## src/rtl/net_delay_line.sv

```systemverilog
// Delays s = a & b by DELAY cycles onto a registered output, either as a pure
// transport delay (shift register) or as an inertial delay that swallows short pulses.

module net_delay_line #(
  parameter int unsigned DELAY    = 10,
  parameter int unsigned INERTIAL = 0,
  parameter int unsigned CNT_W    = 8
) (
  input  logic             clk,
  input  logic             rst_n,
  input  logic             a,
  input  logic             b,
  output logic             w,
  output logic             w_valid,
  output logic             rej_pulse,
  output logic [CNT_W-1:0] rej_cnt
);

  localparam int unsigned PW = $clog2(DELAY + 2);
  localparam int unsigned CW = (DELAY > 1) ? $clog2(DELAY) : 1;

  typedef enum logic {StStable, StPending} state_e;

  logic s;
  assign s = a & b;

  // Priming: w_valid rises one edge after DELAY sampling edges have elapsed.
  logic [PW-1:0] prime_q;
  logic          w_valid_q;

  always_ff @(posedge clk) begin
    if (!rst_n) begin
      prime_q   <= '0;
      w_valid_q <= 1'b0;
    end else begin
      if (prime_q != PW'(DELAY)) prime_q <= prime_q + PW'(1);
      w_valid_q <= w_valid_q | (prime_q == PW'(DELAY));
    end
  end

  assign w_valid = w_valid_q;

  if (INERTIAL == 0) begin : g_transport
    logic [DELAY-1:0] sh_q;

    if (DELAY == 1) begin : g_one
      always_ff @(posedge clk) begin
        if (!rst_n) sh_q <= '0;
        else        sh_q <= s;
      end
    end else begin : g_many
      always_ff @(posedge clk) begin
        if (!rst_n) sh_q <= '0;
        else        sh_q <= {sh_q[DELAY-2:0], s};
      end
    end

    assign w         = sh_q[DELAY-1];
    assign rej_pulse = 1'b0;
    assign rej_cnt   = '0;
  end else begin : g_inertial
    state_e           state_q, state_d;
    logic [CW-1:0]    cnt_q, cnt_d;
    logic             w_q, w_d;
    logic             rej_q, rej_d;
    logic [CNT_W-1:0] rc_q, rc_d;

    always_comb begin
      state_d = state_q;
      cnt_d   = cnt_q;
      w_d     = w_q;
      rej_d   = 1'b0;
      rc_d    = rc_q;
      if (s != w_q) begin
        if (cnt_q == CW'(DELAY - 1)) begin
          w_d     = s;
          cnt_d   = '0;
          state_d = StStable;
        end else begin
          cnt_d   = cnt_q + CW'(1);
          state_d = StPending;
        end
      end else if (state_q == StPending) begin
        // Input returned to w before the pulse matured: drop it and count it.
        cnt_d   = '0;
        state_d = StStable;
        rej_d   = 1'b1;
        if (rc_q != {CNT_W{1'b1}}) rc_d = rc_q + CNT_W'(1);
      end
    end

    always_ff @(posedge clk) begin
      if (!rst_n) begin
        state_q <= StStable;
        cnt_q   <= '0;
        w_q     <= 1'b0;
        rej_q   <= 1'b0;
        rc_q    <= '0;
      end else begin
        state_q <= state_d;
        cnt_q   <= cnt_d;
        w_q     <= w_d;
        rej_q   <= rej_d;
        rc_q    <= rc_d;
      end
    end

    assign w         = w_q;
    assign rej_pulse = rej_q;
    assign rej_cnt   = rc_q;
  end

endmodule

```

## config.mk

```make
export PLATFORM = sky130hd
export DESIGN_NAME = net_delay_line
export DESIGN_NICKNAME = d
export VERILOG_FILES = /design/src/rtl/net_delay_line.sv
export SDC_FILE = /design/constraint.sdc
export NUM_CORES = 1
export LEC_CHECK = 0
export ABC_AREA = 1
export CAP_MARGIN = 20
export CORE_MARGIN = 5
export CORE_UTILIZATION = 45
export DETAILED_ROUTE_END_ITERATION = 7
export PLACE_DENSITY = 0.74
export SYNTH_ARGS = -nofsm -noshare
export SYNTH_HDL_FRONTEND = slang
export SYNTH_SLANG_ARGS = --single-unit
```

## constraint.sdc

```tcl
create_clock -name clk -period 1.3 [get_ports clk]
set_input_delay 0.13 -clock clk [delete_from_list [all_inputs] [get_ports clk]]
set_output_delay 0.13 -clock clk [all_outputs]
set_load 0.01 [all_outputs]
```

==> Flow_metrics.wiki <==
{| class="wikitable"
! Metric !! Value
|-
| Run status || finished clean
|-
| Max clock buf depth || 2
|-
| Post-Syn Instances || 73
|-
| Share of the yosys chip area belonging to registers || 49.5%
|-
| Layout Nets || 88
|-
| Count of input and output buffers || 5
|-
| Worst path most repeated cell || nand2_1
|-
| Worst hold start || b
|-
| Sink count of the clock tree || 15
|-
| Post-Route Skew || 0.000509 ns
|-
| R2r endpoint || prime_q[0]
|-
| CORE AREA || 1280 um^2
|-
| Total I/O pin count || 15
|-
| Count of buffers added by post-CTS timing repair for setup || 0
|-
| Simple-gate area share of the yosys netlist || 22.7%
|-
| Startpoint of the worst-slack reg-to-reg timing path || prime_q[0]
|-
| Standard cell with the maximum stage delay on the critical path || dfxtp_1
|-
| Top cell type by total area after synthesis || dfxtp_1
|-
| DR pass1 iterations || 4
|-
| Portion of synthesized cell area occupied by the leading cell type || 49.5%
|-
| Category of cells accounting for the largest share of critical-path delay || flip-flops
|-
| Total via count in the routed design || 406
|-
| Adder-cell share of the synthesized area || between 4 and 5%
|-
| Remaining Overflow, GRT || 0
|-
| Global-route wire length before repair || 1380 um
|-
| Fraction of layout cells with a size suffix above 1 || 11.1%
|-
| Endpoint arrival time on the critical path || 1.25 ns
|-
| Clock buffers created by TritonCTS || 3
|-
| Total setup violations reported at the end of the flow || 0
|-
| Number of failing hold endpoints at the final stage || 0
|-
| Synthesized area divided by synthesized cell count || 8.31 um^2
|-
| Maximum number of pins on one net before global-route repair || 11
|-
| Crit start category || register
|-
| Clock-pin slew reported for the worst setup and hold paths after clock tree synthesis || 0.09 ns
|-
| Number of global-route vias before repair || 374
|-
| Critical path endpoint category || register
|-
| Utilization after layout || 51.6%
|-
| Effective utilization at floorplan || 47.2%
|-
| RD Place Congestion || 0.663
|-
| Worst ir drop on vdd || around 0.00057 V
|-
| Root buffer cell || clkbuf_4
|-
| Highest achievable clock rate || 936 MHz
|-
| Floorplan die height || 46.7 um
|-
| Multiplexer share of the synthesized area || 0%
|-
| Layout Area Growth over Synthesis || 9.28%
|-
| Worst stage delay on the critical path || 0.41 ns
|-
| Leakage power || a little under 0.4 nW
|-
| Routed WL per cell || 7.86 um
|-
| Dominant combinational cell family by area after synthesis || simple AND/OR/NAND/NOR gates
|-
| Max FO, Critical Path || 6
|-
| MaxCap Viol Count || 0
|-
| R2R depth || 6
|-
| Area share of xor/xnor cells in the synthesized design || 0%
|-
| Clock tree from TritonCTS || done
|-
| H-tree Lvls || 1
|-
| Sum of routed wire length over all layers || 755 um
|-
| Placed wire-length estimate after detailed placement || roughly 570 um
|-
| Violation count after the first detailed-routing iteration || 6
|-
| GRT Overall Usage || under 10%
|-
| Full die area || 2180 um^2
|-
| Worst skew pair latency || 0.28 ns
|-
| Number of flops mapped to enable cells by yosys || 0
|-
| Setup repair after global routing missed its margin || no
|-
| Setup TNS || 0 ns
|-
| Ratio of final minimum period to clock period || a little over 80%
|-
| Classification of the worst setup path || register to register
|-
| Required @ worst endpoint || 1.49 ns
|-
| Cell-by-cell trace of the critical path || inv_1, ha_1, nand3_4, nand2_1, nand2_1, nor2_2
|-
| Yosys warns || 0
|-
| Instance count along the most critical hold path || 3
|-
| Number of antenna violations at the first check in global routing || 0
|-
| Number of storage elements in the synthesis netlist || 15
|-
| Classification of the worst-slack hold path || input port to register
|-
| Proportion of synthesized flip-flops having asynchronous set or reset || 0%
|-
| Number of core rows || 13
|-
| Number of max-slew violations in the final report || 0
|-
| Leading cell type by number of instances after synthesis || nand2_1
|-
| Power per cell area || 1210 nW/um^2
|-
| Synthesized-area fraction occupied by ao, oa, aoi and oai cells || 0.825%
|-
| Via-to-Cell Ratio || 4.23
|-
| Total Power || 801 uW
|-
| Commonest cells post-synth || 18 x nand2_1, 15 x dfxtp_1, 14 x inv_1
|-
| Die outline width || ~47 um
|-
| Post-Synthesis Cell Area || between 600 and 700 um^2
|-
| Antenna diode instance count || 0
|-
| Cells taking the most area after synthesis || dfxtp_1 49%, buf_4 11%, nand2_1 11%, inv_1 8.7%, ha_1 4.1%
|-
| Antenna Nets Post-Route || 0
|-
| Min Tclk post-route || 1.07 ns
|-
| Most common flop cell mapped by yosys || dfxtp_1
|-
| Hold Path Sink || g_transport.sh_q[0]
|-
| Remaining DRCs || 0
|-
| Number of unique standard cell types used by synthesis || 15
|-
| Reg-to-reg slack, setup || between 0.2 and 0.25 ns
|-
| WP buf/inv || 1
|}
-- placed cells by master, fill, tap and decap left out, drive strengths merged --
master / count
conb: 9
dlymetal6s2s: 1
dfxtp: 15
buf: 1
nand4: 1
clkdlybuf4s50: 3
a21oi: 1
clkbuf: 3
nand2: 18
clkinv: 1
nor3b: 1
ha: 2
nand3: 2
inv: 15
nor2: 7
dlygate4sd2: 1
-- kinds of logic (layout without fill, tap and decap cells) --
logic type / Yosys count / in the layout
AND/OR/NAND/NOR: 29 / 29
buffers and inverters: 25 / 25
flip-flops: 15 / 15
adder cells (fa/ha/maj): 2 / 2
other: 1 / 9
AO/OA/AOI/OAI: 1 / 1
-- flip-flops by register name, indices dropped and copies added (netlist names) --
name              count
w_valid               1
g_transport.sh_q     10
prime_q               4
-- layer usage --
layer / up-vias / GRT usage, % / part of all wire (%)
met1: 178 / 9.84 / 45
met5: - / 0 / 0
met4: 0 / 9.94 / 5.0
met2: 15 / 15.1 / 40
li1: 208 / - / -
met3: 5 / 2.34 / 10
-- worst min-delay path, delay by kind of cell --
family | cells | cell delay [ns]
simple gates | 2 | 0.10
buf+inv | 1 | 0.39
-- worst max path at each step --
| stage | startpoint | to | slack [ns] | cells past startpoint |
|---|---|---|---|---|
| after floorplan | prime_q[0] | prime_q[0] | 0.30 | 6 |
| after global placement | rst_n | prime_q[1] | 0.22 | 4 |
| after detailed placement | rst_n | prime_q[1] | 0.21 | 4 |
| after CTS | g_transport.sh_q[9] | w | 0.03 | 1 |
| after global routing | prime_q[0] | prime_q[0] | 0.09 | 6 |
| final | prime_q[0] | prime_q[0] | 0.23 | 6 |
-- what timing repair did --
item | in CTS | in global routing
hold buffers | 0 | 0
setup endpoints to repair | 1 | 1
endpoints found under the hold margin | 0 | 0
gates resized for setup | 1 | 1
-- layout make-up --
| class | instances | area [um^2] |
|---|---|---|
| fillers | 136 | 622 |
| flip-flops and latches | 15 | 300 |
| multi-input cells | 41 | 201 |
| repair buffers | 6 | 58.8 |
| inverters | 15 | 56.3 |
| clock buffers | 3 | 22.5 |
| well taps | 15 | 18.8 |
| clock inverters | 1 | 5.00 |
-- stage by stage --
| step | area, um^2 | hold slack [ns] | setup slack (ns) | cells |
|---|---|---|---|---|
| after floorplan | 637 | 0.244 | 0.300 | 81 |
| after global placement | 634 | 0.393 | 0.220 | 92 |
| after detailed placement | 634 | 0.401 | 0.206 | 92 |
| after CTS | 661 | 0.363 | 0.0277 | 96 |
| after global routing | 663 | 0.377 | 0.0939 | 96 |
| final | 663 | 0.371 | 0.232 | 96 |
-- power breakdown --
| part | switching (mW) | leakage (nW) | internal (mW) |
|---|---|---|---|
| combinational | 0.0348 | 0.252 | 0.0229 |
| sequential | 0.0119 | 0.122 | 0.470 |
| clock | 0.147 | 0.0177 | 0.114 |
| total | 0.194 | 0.392 | 0.608 |
Note: power is estimated with default switching activity, not from simulation.
